[config.mk]
export PLATFORM = sky130hd
export DESIGN_NAME = cacheline_adaptor
export DESIGN_NICKNAME = d
export VERILOG_FILES = /design/src/rtl/cacheline_adaptor.sv
export SDC_FILE = /design/constraint.sdc
export NUM_CORES = 1
export LEC_CHECK = 0
export BUFFER_PORTS_ARGS = -buffer_cell sky130_fd_sc_hd__buf_2
export CAP_MARGIN = 20
export CORE_ASPECT_RATIO = 0.5
export CORE_MARGIN = 5
export CORE_UTILIZATION = 30
export CTS_CLUSTER_SIZE = 10
export DETAILED_ROUTE_END_ITERATION = 6
export HOLD_SLACK_MARGIN = 0.1
export PLACE_DENSITY = 0.5
export REMOVE_ABC_BUFFERS = 1
export SETUP_SLACK_MARGIN = 0.5
export SYNTH_ARGS = -nofsm -noshare
export SYNTH_HDL_FRONTEND = slang
export SYNTH_SLANG_ARGS = --single-unit
[constraint.sdc]
create_clock -name clk -period 28.3 [get_ports clk]
set_clock_uncertainty 0.15 [all_clocks]
set_input_delay 0 -clock clk [delete_from_list [all_inputs] [get_ports clk]]
set_output_delay 0 -clock clk [all_outputs]
set_load 0.02 [all_outputs]
[src/rtl/cacheline_adaptor.sv]
// Bridges a cache line port to a narrow memory burst port.
// Fills assemble NB bursts into line_o. Writebacks stream a latched line out as NB bursts.
module cacheline_adaptor #(
  parameter int s_offset = 5,
  parameter int s_burst  = 64
) (
  input  logic                          clk,
  input  logic                          rst,
  input  logic [8*(2**s_offset)-1:0]    line_i,
  output logic [8*(2**s_offset)-1:0]    line_o,
  input  logic [31:0]                   address_i,
  input  logic                          read_i,
  input  logic                          write_i,
  output logic                          resp_o,
  input  logic [s_burst-1:0]            burst_i,
  output logic [s_burst-1:0]            burst_o,
  output logic [31:0]                   address_o,
  output logic                          read_o,
  output logic                          write_o,
  input  logic                          resp_i
);

  localparam int          s_line    = 8 * (2**s_offset);
  localparam int          NB        = s_line / s_burst;
  localparam int          CW        = (NB > 1) ? $clog2(NB) : 1;
  localparam logic [31:0] ADDR_MASK = ~((32'd1 << s_offset) - 32'd1);

  typedef enum logic [1:0] {
    IDLE  = 2'd0,
    READ  = 2'd1,
    WRITE = 2'd2,
    DONE  = 2'd3
  } state_t;

  state_t            r_state;
  state_t            w_next;
  logic [CW-1:0]     r_cnt;
  logic [s_line-1:0] r_wbuf;
  logic [s_line-1:0] r_line;
  logic [31:0]       r_addr;
  logic              w_last;
  logic [CW-1:0]     w_cnt_inc;

  assign w_last    = (r_cnt == CW'(NB - 1));
  assign w_cnt_inc = w_last ? {CW{1'b0}} : (r_cnt + CW'(1));

  always_comb begin
    w_next = r_state;
    case (r_state)
      IDLE: begin
        if (write_i) begin
          w_next = WRITE;
        end else if (read_i) begin
          w_next = READ;
        end else begin
          w_next = IDLE;
        end
      end
      READ, WRITE: begin
        if (resp_i && w_last) begin
          w_next = DONE;
        end else begin
          w_next = r_state;
        end
      end
      DONE:    w_next = IDLE;
      default: w_next = IDLE;
    endcase
  end

  always_ff @(posedge clk or posedge rst) begin
    if (rst) begin
      r_state <= IDLE;
    end else begin
      r_state <= w_next;
    end
  end

  // Request latching, burst capture into the fill line and burst counting.
  always_ff @(posedge clk or posedge rst) begin
    if (rst) begin
      r_cnt  <= {CW{1'b0}};
      r_wbuf <= {s_line{1'b0}};
      r_line <= {s_line{1'b0}};
      r_addr <= 32'd0;
    end else begin
      case (r_state)
        IDLE: begin
          if (write_i) begin
            r_addr <= address_i & ADDR_MASK;
            r_wbuf <= line_i;
            r_cnt  <= {CW{1'b0}};
          end else if (read_i) begin
            r_addr <= address_i & ADDR_MASK;
            r_cnt  <= {CW{1'b0}};
          end
        end
        READ: begin
          if (resp_i) begin
            for (int k = 0; k < NB; k++) begin
              if (r_cnt == CW'(k)) begin
                r_line[k*s_burst +: s_burst] <= burst_i;
              end
            end
            r_cnt <= w_cnt_inc;
          end
        end
        WRITE: begin
          if (resp_i) begin
            r_cnt <= w_cnt_inc;
          end
        end
        default: begin
          r_cnt <= r_cnt;
        end
      endcase
    end
  end

  always_comb begin
    burst_o = {s_burst{1'b0}};
    if (r_state == WRITE) begin
      for (int k = 0; k < NB; k++) begin
        if (r_cnt == CW'(k)) begin
          burst_o = r_wbuf[k*s_burst +: s_burst];
        end
      end
    end else begin
      burst_o = {s_burst{1'b0}};
    end
  end

  assign read_o    = (r_state == READ);
  assign write_o   = (r_state == WRITE);
  assign resp_o    = (r_state == DONE);
  assign line_o    = r_line;
  assign address_o = r_addr;

endmodule
==> results of run 1 <==
[through the flow]
stage                util  std cells  cell area, µm²
floorplan               -       1382           21500
global placement    0.360       3078           26500
detailed placement  0.360       3078           26500
[cells by family after synthesis]
logic type | Yosys count | synth area share
DFF | 543 | 0.607
muxes | 541 | 0.275
AOI/OAI and AO/OA | 197 | 0.0556
buffers and inverters | 114 | 0.0415
and+or+nand+nor | 80 | 0.0166
adders and majority gates | 8 | 0.00447
other | 1 | 0.000167
[cells in the mapped netlist]
| cell | count | area (µm²) |
|---|---|---|
| sky130_fd_sc_hd__clkbuf_8 | 24 | 330 |
| sky130_fd_sc_hd__conb_1 | 1 | 3.75 |
| sky130_fd_sc_hd__mux2_4 | 18 | 270 |
| sky130_fd_sc_hd__a21bo_2 | 1 | 10.0 |
| sky130_fd_sc_hd__nand2b_1 | 1 | 6.26 |
| sky130_fd_sc_hd__mux2i_1 | 2 | 20.0 |
| sky130_fd_sc_hd__buf_2 | 16 | 80.1 |
| sky130_fd_sc_hd__clkinv_1 | 1 | 3.75 |
| sky130_fd_sc_hd__ha_1 | 8 | 100 |
| sky130_fd_sc_hd__a31oi_1 | 1 | 6.26 |
| sky130_fd_sc_hd__mux2_1 | 1 | 11.3 |
| sky130_fd_sc_hd__inv_1 | 7 | 26.3 |
| sky130_fd_sc_hd__a221oi_1 | 65 | 569 |
| sky130_fd_sc_hd__nor2_1 | 2 | 7.51 |
| sky130_fd_sc_hd__buf_4 | 10 | 75.1 |
| sky130_fd_sc_hd__nand3_2 | 4 | 40.0 |
| sky130_fd_sc_hd__o221a_2 | 1 | 11.3 |
| sky130_fd_sc_hd__clkbuf_1 | 29 | 109 |
| sky130_fd_sc_hd__nand3_1 | 25 | 125 |
| sky130_fd_sc_hd__o21ai_1 | 20 | 100 |
| sky130_fd_sc_hd__o21ai_0 | 108 | 541 |
| sky130_fd_sc_hd__o21ai_2 | 1 | 8.76 |
| sky130_fd_sc_hd__buf_6 | 27 | 304 |
| sky130_fd_sc_hd__dfrtp_1 | 543 | 13600 |
| sky130_fd_sc_hd__and2_1 | 2 | 12.5 |
| sky130_fd_sc_hd__nor2b_1 | 3 | 18.8 |
| sky130_fd_sc_hd__mux2_2 | 520 | 5860 |
| sky130_fd_sc_hd__nand2_1 | 43 | 161 |
==> results.md, run 1 <==
- Tool error message: [ERROR RSZ-0060] Max buffer count reached.
- Post-CTS Setup Inserts: 0
- Yosys warning total: 0
- Sinks on the clock net: around 540
- Register bit total from synthesis: between 500 and 600
- H-tree lvl count: 2
- Distinct cells, synth: 28
- Clock root cell: sky130_fd_sc_hd__clkbuf_16
- Inserted Clock Buffers: 61
- Placement Rows: 70
- Number of hold buffers added after CTS: 631
- Total I/O pin count: 712
- Post-synthesis instance total: around 1500
- Post-DP HPWL: ~50 mm
- Buffer levels on the longest clock path: 3
- Buffers added on ports: approximately 700
- Post-Syn Area per Cell: about 15 µm²
- Total of cells resized after clock tree synthesis: 0
- Sequential-to-total area share from yosys stat: 0.607
- Pre-CTS setup slack: ~24000 ps
- Die height: about 200 µm
- Placer Congestion: 0.798
- Result of the run: did not finish
- Starting density of the core: 0.305
- Width of the die: approximately 400 µm
- Area of the mapped netlist: 0.0224 mm²
- Stage reached: 4_1_cts
==> run 2, diff against run 1 <==
Settings changed: CORE_ASPECT_RATIO 0.5 to unset, CORE_UTILIZATION 30 to 20, CTS_CLUSTER_SIZE 10 to unset, HOLD_SLACK_MARGIN 0.1 to unset, PLACE_DENSITY 0.5 to unset, PLACE_DENSITY_LB_ADDON set to 0.15, SETUP_SLACK_MARGIN 0.5 to unset.
==> results.md, run 2 <==
- Most used flip-flop cell after synthesis: sky130_fd_sc_hd__dfrtp_1 (unchanged)
- Slack of the worst reg-to-reg path: roughly 23000 ps
- Core Box Area: between 0.1 and 0.15 mm²
- Internal power contribution: between 0.002 and 0.0025 W
- Starting DRT DRC Count: about 490
- DRC viols: 0
- Leading cell type by number of instances after synthesis: sky130_fd_sc_hd__dfrtp_1 (unchanged)
- Unrepaired setup endpoints after global routing: false
- Layout-stage area growth over the synthesis result: 60.0%
- Total die area: between 0.1 and 0.15 mm²
- Maximum number of pins on one net before global-route repair: 97
- Distinct cells, synth: 28 (unchanged)
- Width of the die: 345 µm (was 396 µm)
- Portion of synthesized cell area occupied by the leading cell type: 0.607 (unchanged)
- Yosys warning total: 0 (unchanged)
- # fillers: around 11000
- Sum of routed wire length over all layers: 88.3 mm
- Antenna-violating nets left: 0
- Sinks on the clock net: 543 (unchanged)
- Combinational fraction of design power: 0.416
- Fraction of power spent switching nets: 0.374
- Cell taking the most area after synthesis: sky130_fd_sc_hd__dfrtp_1 (unchanged)
- Highest-count cells in the layout ignoring fill and taps: sky130_fd_sc_hd__buf_2, sky130_fd_sc_hd__dlygate4sd3_1, sky130_fd_sc_hd__dfrtp_1
- Power Density: 107 mW/mm²
- Via total after detailed routing: 17800
- Post-route insts no fill: approximately 4400
- Commonest cells in the netlist: sky130_fd_sc_hd__dfrtp_1, sky130_fd_sc_hd__mux2_2, sky130_fd_sc_hd__o21ai_0 (unchanged)
- Crit path max fanout: about 80
- Post-CTS Setup Inserts: 0 (unchanged)
- Result of the run: completed (was did not finish)
- Area of the mapped netlist: 0.0224 mm² (unchanged)
- Drt wl/cell: 20.2 µm
- Relative contribution of the clock network to total power: 0.226
- Clock tree from TritonCTS: done
- Kind of critical path: flip-flop to flip-flop
- H-tree lvl count: 3 (was 2)
- Total I/O pin count: 712 (unchanged)
- Relative contribution of sequential cells to total power: 0.357
- Number of antenna violations at the first check in global routing: 16
- Sequential-to-total area share from yosys stat: 0.607 (unchanged)
- Kind of start point of the critical path: flip-flop
- Worst slew pin tran: ~1100 ps
- Net switching power: approximately 0.0014 W
- Count of endpoints failing setup in the final report: 0
- Worst-Skew Late Latency: around 600 ps
- Detailed-router iteration count before antenna repair: 4
- Maximum VDD drop: between 0.00005 and 0.00006 V
- Slew Limit Headroom: 0.267
- Buffer levels on the longest clock path: 3 (unchanged)
- Type of element capturing the critical path: flip-flop
- Total instance count after detailed placement: 3594 (was 3078)
- Leading cell types by total area after synthesis: sky130_fd_sc_hd__dfrtp_1, sky130_fd_sc_hd__mux2_2, sky130_fd_sc_hd__a221oi_1 (unchanged)
- Proportion of register bits with asynchronous set or reset after synthesis: 1.00 (unchanged)
- Setup TNS: 0 ps
- Die height: 345 µm (was 203 µm)
- Placement Rows: 122 (was 70)
- Fmax: 202 MHz
- Total of cells resized after clock tree synthesis: 0 (unchanged)
- Share of the core filled with cells in the final layout: 0.323
- Max-cap violations: 0
- Post-DP HPWL: 57.6 mm (was 51.1 mm)
- Post-Syn Area per Cell: 15.1 µm² (unchanged)
- Number of pins with negative max-slew slack in the final report: 0
- Global-route wire length before repair: between 100 and 150 mm
- Post-synthesis instance total: 1484 (unchanged)
- Leading cell type in the layout, fill and taps excluded: sky130_fd_sc_hd__buf_2
- Final layout net count: 3181
- Clock-pin transition on the worst setup and hold timing paths: 60 ps
- Detail-routed via count per cell: around 4
- Number of global-route vias before repair: slightly above 20000
- Overflow left after global routing: 0
- Placer Congestion: 0.824 (was 0.798)
- Buffers added on ports: 701 (unchanged)
- Final period utilization: 0.175
- Endpoints failing hold: 0
- Arrival time of data at the critical path endpoint: 5280 ps
- Clock root cell: sky130_fd_sc_hd__clkbuf_16 (unchanged)
- Number of flops mapped to enable cells by yosys: 0 (unchanged)
- Starting density of the core: 0.202 (was 0.305)
- Share of layout cells above drive strength 1: 0.483
- Gr usage total: 0.144
- Number of hold buffers added after CTS: 635 (was 631)
- Final critical delay including setup and external delays: just under 5000 ps
- Min-delay worst type: input port to flip-flop
- Inserted Clock Buffers: 70 (was 61)
- Static leakage: 16.1 nW
- Critical Path RT: between 20000 and 30000 ps
- Register bit total from synthesis: 543 (unchanged)
-- run 2: cell counts after synthesis --
Identical to the previous run, type by type.
-- run 2: worst max-delay path, cell delays in order, from the launching register on --
cell	delay, ps
sky130_fd_sc_hd__dfrtp_1	410
sky130_fd_sc_hd__inv_1	100
sky130_fd_sc_hd__ha_1	240
sky130_fd_sc_hd__and2_4	600
sky130_fd_sc_hd__buf_4	780
sky130_fd_sc_hd__buf_4	900
sky130_fd_sc_hd__buf_4	910
sky130_fd_sc_hd__mux2_2	420
-- run 2: path summary, 6_finish.rpt --
| check | start | to | cells past startpoint |
|---|---|---|---|
| min | line_i[161] | r_wbuf[161] | 3 |
| max reg2reg | r_state[0] | r_wbuf[57] | 7 |
| min reg2reg | r_wbuf[208] | r_wbuf[208] | 1 |
| max | r_state[0] | r_wbuf[57] | 7 |
| min in group asynchronous | rst | line_o[150] | 4 |
| max in group asynchronous | rst | r_wbuf[126] | 8 |
-- run 2: final cells by class --
cell class	count	area, µm²	area share
flip-flops and latches	543	13600	0.379
repair buffers	1362	10100	0.282
multi-input cells	831	7980	0.223
clock buffers	101	2020	0.0564
well taps	1488	1860	0.0520
clock inverters	22	211	0.00590
inverters	8	38.8	0.00108
diodes	8	20.0	0.000559
-- run 2: cell families after synthesis --
family	share of synthesized area
flip-flops	0.607
multiplexers	0.275
AO/OA/AOI/OAI	0.0556
buffers and inverters	0.0415
AND/OR/NAND/NOR	0.0166
adder cells (fa/ha/maj)	0.00447
other	0.000167
-- run 2: power by group through the flow --
stage               Combinational, W  Clock (W)  Sequential (W)
finish                       0.00159   0.000867         0.00137
global route                 0.00171   0.000933         0.00142
CTS                          0.00162   0.000908         0.00137
detailed placement           0.00151          0         0.00137
global placement             0.00150          0         0.00136
floorplan                   0.000734          0         0.00160
-- run 2: through the flow --
stage	setup slack [ps]	power [W]	area [µm²]	hold slack, ps
finish	23350	0.00383	35800	50.5
global route	23080	0.00406	35800	18.6
CTS	23300	0.00389	35700	0.316
detailed placement	23330	0.00289	27100	39.9
global placement	23380	0.00286	27100	31.2
floorplan	12970	0.00233	21500	-14.9
-- run 2: routing by layer --
| layer | vias to the layer above | part of all wire | GRT usage |
|---|---|---|---|
| met4 | 8 | 0.024 | 0.0403 |
| met5 | - | 0.00060 | 0 |
| li1 | 8060 | - | - |
| met3 | 115 | 0.087 | 0.0532 |
| met2 | 566 | 0.50 | 0.253 |
| met1 | 9034 | 0.39 | 0.166 |
No activity file was read; power rests on OpenSTA's default activity.
